$ cat src/rtl/xor_decrypt_rx.sv
// Serial repeating-key XOR decryptor: loads a key and a ciphertext frame MSB first, then streams plaintext.
// Optional short-frame flag on oFrame_error is built in when XOR_DECRYPT_FRAME_ERR_EN is defined.

// state | meaning
// IDLE  | waiting for iKey_flag (priority) or a fresh iCt_flag rising edge
// KEY   | shifting key bits in, up to KEY_SIZE bits or until iKey_flag drops
// RX    | shifting ciphertext bits in, MSB first
// TX    | driving plaintext bits out on oData_out with oData_flag high

module xor_decrypt_rx #(
  parameter int MSG_SIZE = 64,
  parameter int KEY_SIZE = 8
) (
  input  logic clk,
  input  logic rst_n,
  input  logic ena,
  input  logic iData_in,
  input  logic iKey_flag,
  input  logic iCt_flag,
  output logic oData_out,
  output logic oData_flag,
  output logic oBusy,
  output logic oFrame_error
);

  localparam int CW = $clog2(MSG_SIZE) + 1;

`ifdef XOR_DECRYPT_FRAME_ERR_EN
  localparam bit FERR_EN = 1'b1;
`else
  localparam bit FERR_EN = 1'b0;
`endif

  typedef enum logic [1:0] {IDLE, KEY, RX, TX} state_t;

  state_t              state_q;
  logic [KEY_SIZE-1:0] key_q;
  logic [KEY_SIZE-1:0] key_d;
  logic [MSG_SIZE-1:0] ct_q;
  logic [MSG_SIZE-1:0] ct_d;
  logic [MSG_SIZE-1:0] pt_q;
  logic [MSG_SIZE-1:0] pt_d;
  logic [CW-1:0]       cnt_q;
  logic                ct_arm_q;
  logic                data_q;
  logic                flag_q;
  logic                busy_q;
  logic                ferr_q;

  assign key_d = (key_q << 1) | KEY_SIZE'(iData_in);
  assign ct_d  = (ct_q << 1) | MSG_SIZE'(iData_in);
  // Key replication lines key bit (i mod KEY_SIZE) up with ciphertext bit i.
  assign pt_d  = ct_d ^ {(MSG_SIZE/KEY_SIZE){key_q}};

  always_ff @(posedge clk or negedge rst_n) begin
    if (!rst_n) begin
      state_q  <= IDLE;
      key_q    <= '0;
      ct_q     <= '0;
      pt_q     <= '0;
      cnt_q    <= '0;
      ct_arm_q <= 1'b1;
      data_q   <= 1'b0;
      flag_q   <= 1'b0;
      busy_q   <= 1'b0;
      ferr_q   <= 1'b0;
    end else if (ena) begin
      // A new frame needs iCt_flag to have been seen low since the last RX entry.
      if (!iCt_flag) ct_arm_q <= 1'b1;
      case (state_q)
        IDLE: begin
          if (iKey_flag) begin
            key_q   <= key_d;
            cnt_q   <= CW'(1);
            state_q <= (KEY_SIZE == 1) ? IDLE : KEY;
          end else if (iCt_flag && ct_arm_q) begin
            ct_q     <= ct_d;
            cnt_q    <= CW'(1);
            ct_arm_q <= 1'b0;
            ferr_q   <= 1'b0;
            busy_q   <= 1'b1;
            state_q  <= RX;
          end
        end
        KEY: begin
          if (!iKey_flag) begin
            state_q <= IDLE;
          end else begin
            key_q <= key_d;
            cnt_q <= cnt_q + CW'(1);
            if (cnt_q == CW'(KEY_SIZE - 1)) state_q <= IDLE;
          end
        end
        RX: begin
          if (!iCt_flag) begin
            cnt_q   <= '0;
            busy_q  <= 1'b0;
            ferr_q  <= FERR_EN;
            state_q <= IDLE;
          end else if (cnt_q == CW'(MSG_SIZE - 1)) begin
            ct_q    <= ct_d;
            pt_q    <= pt_d << 1;
            data_q  <= pt_d[MSG_SIZE-1];
            flag_q  <= 1'b1;
            cnt_q   <= CW'(1);
            state_q <= TX;
          end else begin
            ct_q  <= ct_d;
            cnt_q <= cnt_q + CW'(1);
          end
        end
        TX: begin
          if (cnt_q == CW'(MSG_SIZE)) begin
            data_q  <= 1'b0;
            flag_q  <= 1'b0;
            busy_q  <= 1'b0;
            cnt_q   <= '0;
            state_q <= IDLE;
          end else begin
            data_q <= pt_q[MSG_SIZE-1];
            pt_q   <= pt_q << 1;
            cnt_q  <= cnt_q + CW'(1);
          end
        end
        default: state_q <= IDLE;
      endcase
    end
  end

  assign oData_out    = data_q;
  assign oData_flag   = flag_q;
  assign oBusy        = busy_q;
  assign oFrame_error = ferr_q;

endmodule

$ cat config.mk
export PLATFORM = sky130hd
export DESIGN_NAME = xor_decrypt_rx
export DESIGN_NICKNAME = d
export VERILOG_FILES = /design/src/rtl/xor_decrypt_rx.sv
export SDC_FILE = /design/constraint.sdc
export NUM_CORES = 1
export LEC_CHECK = 0
export ABC_AREA = 1
export BUFFER_PORTS_ARGS = -buffer_cell sky130_fd_sc_hd__buf_2
export CAP_MARGIN = 0
export CORE_MARGIN = 10
export CORE_UTILIZATION = 60
export DETAILED_ROUTE_END_ITERATION = 16
export GPL_TIMING_DRIVEN = 0
export PLACE_DENSITY = 0.79
export SYNTH_ARGS = -nofsm -noshare
export SYNTH_HDL_FRONTEND = slang
export SYNTH_SLANG_ARGS = --single-unit
export TNS_END_PERCENT = 10
$ cat constraint.sdc
create_clock -name clk -period 3.65 [get_ports clk]
set_clock_uncertainty 0.05 [all_clocks]
set_input_delay 0.73 -clock clk [delete_from_list [all_inputs] [get_ports clk]]
set_output_delay 0.73 -clock clk [all_outputs]
set_load 0.02 [all_outputs]
---- After elaboration in Yosys (flattened, before gate mapping) ----
Cells that the tools add are included.
storage, ports and cells
  register bits after elaboration ......... 149
operators by class
  multiplexer cells ....................... 42
  bitwise logic cells ..................... 3
  reduce and logical (&&, ||, !) cells .... 15
  add/sub/neg operators ................... 1
  equality and inequality tests ........... 17
operator list
  operator                                                         count
  64-bit 2-to-1 mux                                                3
  63-bit 2-to-1 mux                                                3
  64-bit case mux with 2 select lines                              1
  63-bit case mux with 2 select lines                              1
  64-bit by 1-bit OR with 64-bit output                            1
  64-bit bitwise XOR                                               1
  7-bit 2-to-1 mux                                                 6
  7-bit case mux with 4 select lines                               1
  5-bit AND reduction                                              5
  2-bit inequality test, second input constant                     8
  1-bit 2-to-1 mux                                                 15
  2-bit 2-to-1 mux                                                 7
  3-bit inequality test, second input constant                     3
  8-bit by 1-bit OR with 8-bit output                              1
  2-bit case mux with 4 select lines                               1
  7-bit by 1-bit adder with 7-bit output, second input constant    1
  7-bit by 3-bit == test with 1-bit output, second input constant  1
  7-bit by 6-bit == test with 1-bit output, second input constant  1
  7-bit == test, second input constant                             1
  1-bit case mux with 2 select lines                               3
  3-bit AND reduction                                              2
  6-bit AND reduction                                              1
  2-bit == test, second input constant                             2
  4-bit AND reduction                                              1
  other kinds (7)                                                  8

---- Logic depth before layout (Yosys ltp) ----
  depth after elaboration ................. 5
  gate-level depth with buffers ........... 12
  mapped depth without buffers ............ 11

---- Least setup slack after synthesis ----
Ideal clock, no wire load.
  path kind ............................... input to register
  from .................................... in ena
  to ...................................... reg pt_q[33]
  library setup time ...................... 0.065 ns
  stages on the path ...................... 9
  setup slack ............................. 1.959 ns
  arrival ................................. 1.576 ns
  buffers on the path ..................... 3
  cells stage by stage .................... buf_2 nand2_2 nor2_4 nand2_2 inv_4 buf_8 buf_8 nand3_2 nand2_1
on the way
  longest elaborated chain between the ends .. 1
ends and longest elaborated chain
  element                        line  RTL
  from (decl)                    16    input logic ena,
  5-bit AND reduction (no line)  --
  to (signal assigned)           102   pt_q <= pt_d << 1;
  to (signal assigned)           121   pt_q <= pt_q << 1;
  to (decl)                      41    logic [MSG_SIZE-1:0] pt_q;
No other way between the ends.
A chain may end at the register's enable or synchronous reset.

---- Final worst setup path ----
  from .................................... reg key_q[6]
  to ...................................... reg pt_q[63]
on the way
  longest elaborated chain between the ends .. 4
ends and longest elaborated chain
  element                              line  RTL
  from (decl)                          37    logic [KEY_SIZE-1:0] key_q;
  from (signal assigned)               73    key_q <= key_d;
  from (signal assigned)               89    key_q <= key_d;
  64-bit bitwise XOR                   53    assign pt_d = ct_d ^ {(MSG_SIZE/KEY_SIZE){key_q}};
  64-bit 2-to-1 mux                    100   end else if (cnt_q == CW'(MSG_SIZE - 1)) begin
  64-bit 2-to-1 mux                    95    if (!iCt_flag) begin
  64-bit case mux with 2 select lines  70    case (state_q)
No other way between the ends. The select of a mux whose other input is x is not followed.

==> impl_metrics.tcl <==
set metrics [dict create \
    grt_max_degree 97 \
    hold_class "in -> async" \
    synth_edf_count 0 \
    clk_transition_reported_paths_ns 0.06 \
    pre_cts_ws_ns 1.488 \
    ys_seq_area_share_pct 48.17 \
    fin_ws_ns 1.330 \
    fin_area_sq_um 8519 \
    diodes 0 \
    grt_util_all_layers_pct 23.18 \
    status "finished, final reports clean" \
    dp_hpwl_mm 12.78 \
    grt_setup_unrepaired "false" \
    initial_core_util_pct 60.78 \
    ys_types 32 \
    wirelength_mm 19.92 \
    cp-end-kind "register" \
    yosysWarnings 0 \
    vias 6842 \
    stdcell_count 1224 \
    ant_nets 0 \
    fp.dieH_um 132.8 \
    async_flop_share_pct 100.0 \
    place.port_buffers 7 \
    crit_path_start_kind "register" \
    syn-cell-area_sq_um 7639 \
    drt_iter0_markers 856 \
    n_fill_cell 1071 \
    post_drt_wl_per_cell_um 16.28 \
    yosys_most_used_dff "dfrtp_1" \
    gp_congestion 0.8724 \
    maxCapViolCount 0 \
    ctsResizeCount 0 \
    critPathMaxFanout 10 \
    placed_cell_area_sq_um 7923 \
    clock_path_buffers 2 \
    coreArea_sq_um 12570 \
    final_util_pct 67.79 \
    fin_nets 1047 \
    post_cts_buffers 0 \
    clock_latency_ns 0.44 \
    grt_pass1_wl_mm 32.85 \
    finalSetupTns_ns 0 \
    drive_gt1_share_pct 10.84 \
    p_leak_nw 4.272 \
    cts_root_buffer "clkbuf_16" \
    drcViolationCount 0 \
    path_class "reg -> reg" \
    timing.fmax_mhz 431.1 \
    avgViaCountPerCell 5.590 \
    finalCritPeriodShare_pct 63.56 \
    hold_violations 0 \
    synthCells 1012 \
    grt_pass1_vias 6396 \
    grt_remaining_overflow 0 \
    die-area_sq_um 17640 \
    syn_to_final_growth_pct 11.53 \
    first_pass_iters 5 \
    power_density_nw_per_um2 853.8 \
    slew_headroom_pct 36.43 \
    hold_buffers 0 \
    ios 10 \
    cts_tree "built" \
    dpl.cell_count 1192 \
    critPathRequiredTime_ns 3.92 \
    setup_viol 0 \
    syn_avg_cell_area_sq_um 7.548 \
    syn-num-nets 1020 \
    max-vdd-ir-drop_v 0.0005259 \
    multi_input_area_sq_um 3299 \
    synth_seq_cells 147 \
    maxSlewViolCount 0 \
    antenna_found_initial 0 \
    seq_area_sq_um 3680 \
    arrival_ns 2.59 \
    die_w_um 132.8 \
    cts_num_sinks 147 \
    fin_crit_ns 2.320 \
    h-tree-depth 4 \
    tightest_slew_ns 0.9535 \
    cts_buffers 17 \
    placementRows 41 \
]
-- stage by stage --
| stage | power, mW | hold WS, ns |
|---|---|---|
| finish | 7.274 | 0.3062 |
| global placement | 5.343 | 0.4035 |
| floorplan | 4.655 | 0.3844 |
| CTS | 7.230 | 0.3784 |
| detailed placement | 5.445 | 0.4094 |
| global route | 7.789 | 0.4045 |
-- synthesized netlist by cell type, types with 3 or more instances --
| master | count | share of area (%) |
|---|---|---|
| buf_4 | 6 | 0.59 |
| clkinv_1 | 3 | 0.15 |
| buf_1 | 4 | 0.20 |
| inv_1 | 77 | 3.8 |
| xnor2_1 | 6 | 0.69 |
| o21ai_0 | 83 | 5.4 |
| buf_2 | 20 | 1.3 |
| nor2_4 | 3 | 0.44 |
| nand3_2 | 21 | 2.8 |
| a21oi_1 | 64 | 4.2 |
| o21ai_1 | 9 | 0.59 |
| nand3_1 | 84 | 5.5 |
| buf_8 | 3 | 0.59 |
| nand2_1 | 376 | 18 |
| buf_6 | 5 | 0.74 |
| nand2_2 | 6 | 0.49 |
| clkbuf_1 | 20 | 0.98 |
| nor2_1 | 59 | 2.9 |
| dfrtp_1 | 146 | 48 |
-- area by class of cell --
| class | instances | share of cell area [%] |
|---|---|---|
| buffer | 58 | 3.951 |
| timing repair buffer | 8 | 0.8078 |
| tap | 172 | 2.526 |
| clock buffer | 21 | 5.522 |
| inverter | 84 | 3.789 |
| clock inverter | 11 | 1.483 |
| multi-input combinational | 723 | 38.73 |
| sequential | 147 | 43.19 |
-- final timing paths --
kind                                      start              endpoint  slack, ns  cells after the start
max in group asynchronous                 rst_n  ct_q[23]$_DFFE_PN0P_       2.45                      2
max reg2reg                key_q[6]$_DFFE_PN0P_  pt_q[63]$_DFFE_PN0P_       1.33                      6
max                        key_q[6]$_DFFE_PN0P_  pt_q[63]$_DFFE_PN0P_       1.33                      6
min in group clk           pt_q[13]$_DFFE_PN0P_  pt_q[13]$_DFFE_PN0P_       0.42                      2
min reg2reg                pt_q[13]$_DFFE_PN0P_  pt_q[13]$_DFFE_PN0P_       0.42                      2
min                                       rst_n  cnt_q[5]$_DFFE_PN0P_       0.31                      1
-- flip-flops by register name (all words and copies together) (netlist names) --
name and flops:
state_q 2, oBusy 1, key_q 8, pt_q 63
oData_out 1, oData_flag 1, cnt_q 7, ct_q 63
ct_arm_q 1
-- worst max-delay path: stages, from the launching register on --
cell,delay (ns)
dfrtp_1,0.32
clkbuf_1,0.60
clkinv_1,0.67
a21oi_1,0.30
a21oi_1,0.09
nand3_1,0.09
nand2_1,0.08
-- metal layers --
layer / track usage [%] / part of all wire, %
met1: 29.69 / 42
met2: 36.58 / 47
met3: 5.602 / 8.7
met4: 10.02 / 2.7
met5: 0 / 0
-- cells by family after synthesis --
family,share of synthesized area (%)
AO/OA/AOI/OAI,10.34
XOR/XNOR,0.8026
adder cells (fa/ha/maj),0.3275
buffers and inverters,8.632
flip-flops,48.17
other,0.04909
AND/OR/NAND/NOR,31.68
-- report_power, final --
part | total [mW] | internal [mW] | switching [mW] | leakage (nW)
Sequential | 2.78 | 2.33 | 0.454 | 1.91
Combinational | 2.72 | 0.908 | 1.81 | 2.08
Clock | 1.77 | 1.06 | 0.710 | 0.282
-- cell usage in the layout, fill, tap and decap left out, types with 4 or more instances in the layout --
cell and count:
nand2_1 376, dfrtp_1 146, nand3_1 84, o21ai_0 83, inv_1 77, a21oi_1 64
nor2_1 59, buf_2 26, clkbuf_1 21, nand3_2 21, clkbuf_16 17, o21ai_1 9
buf_6 6, buf_4 6, nand2_2 6, xnor2_1 6, buf_1 4, clkinvlp_4 4
(Power assumes the default switching activity.)
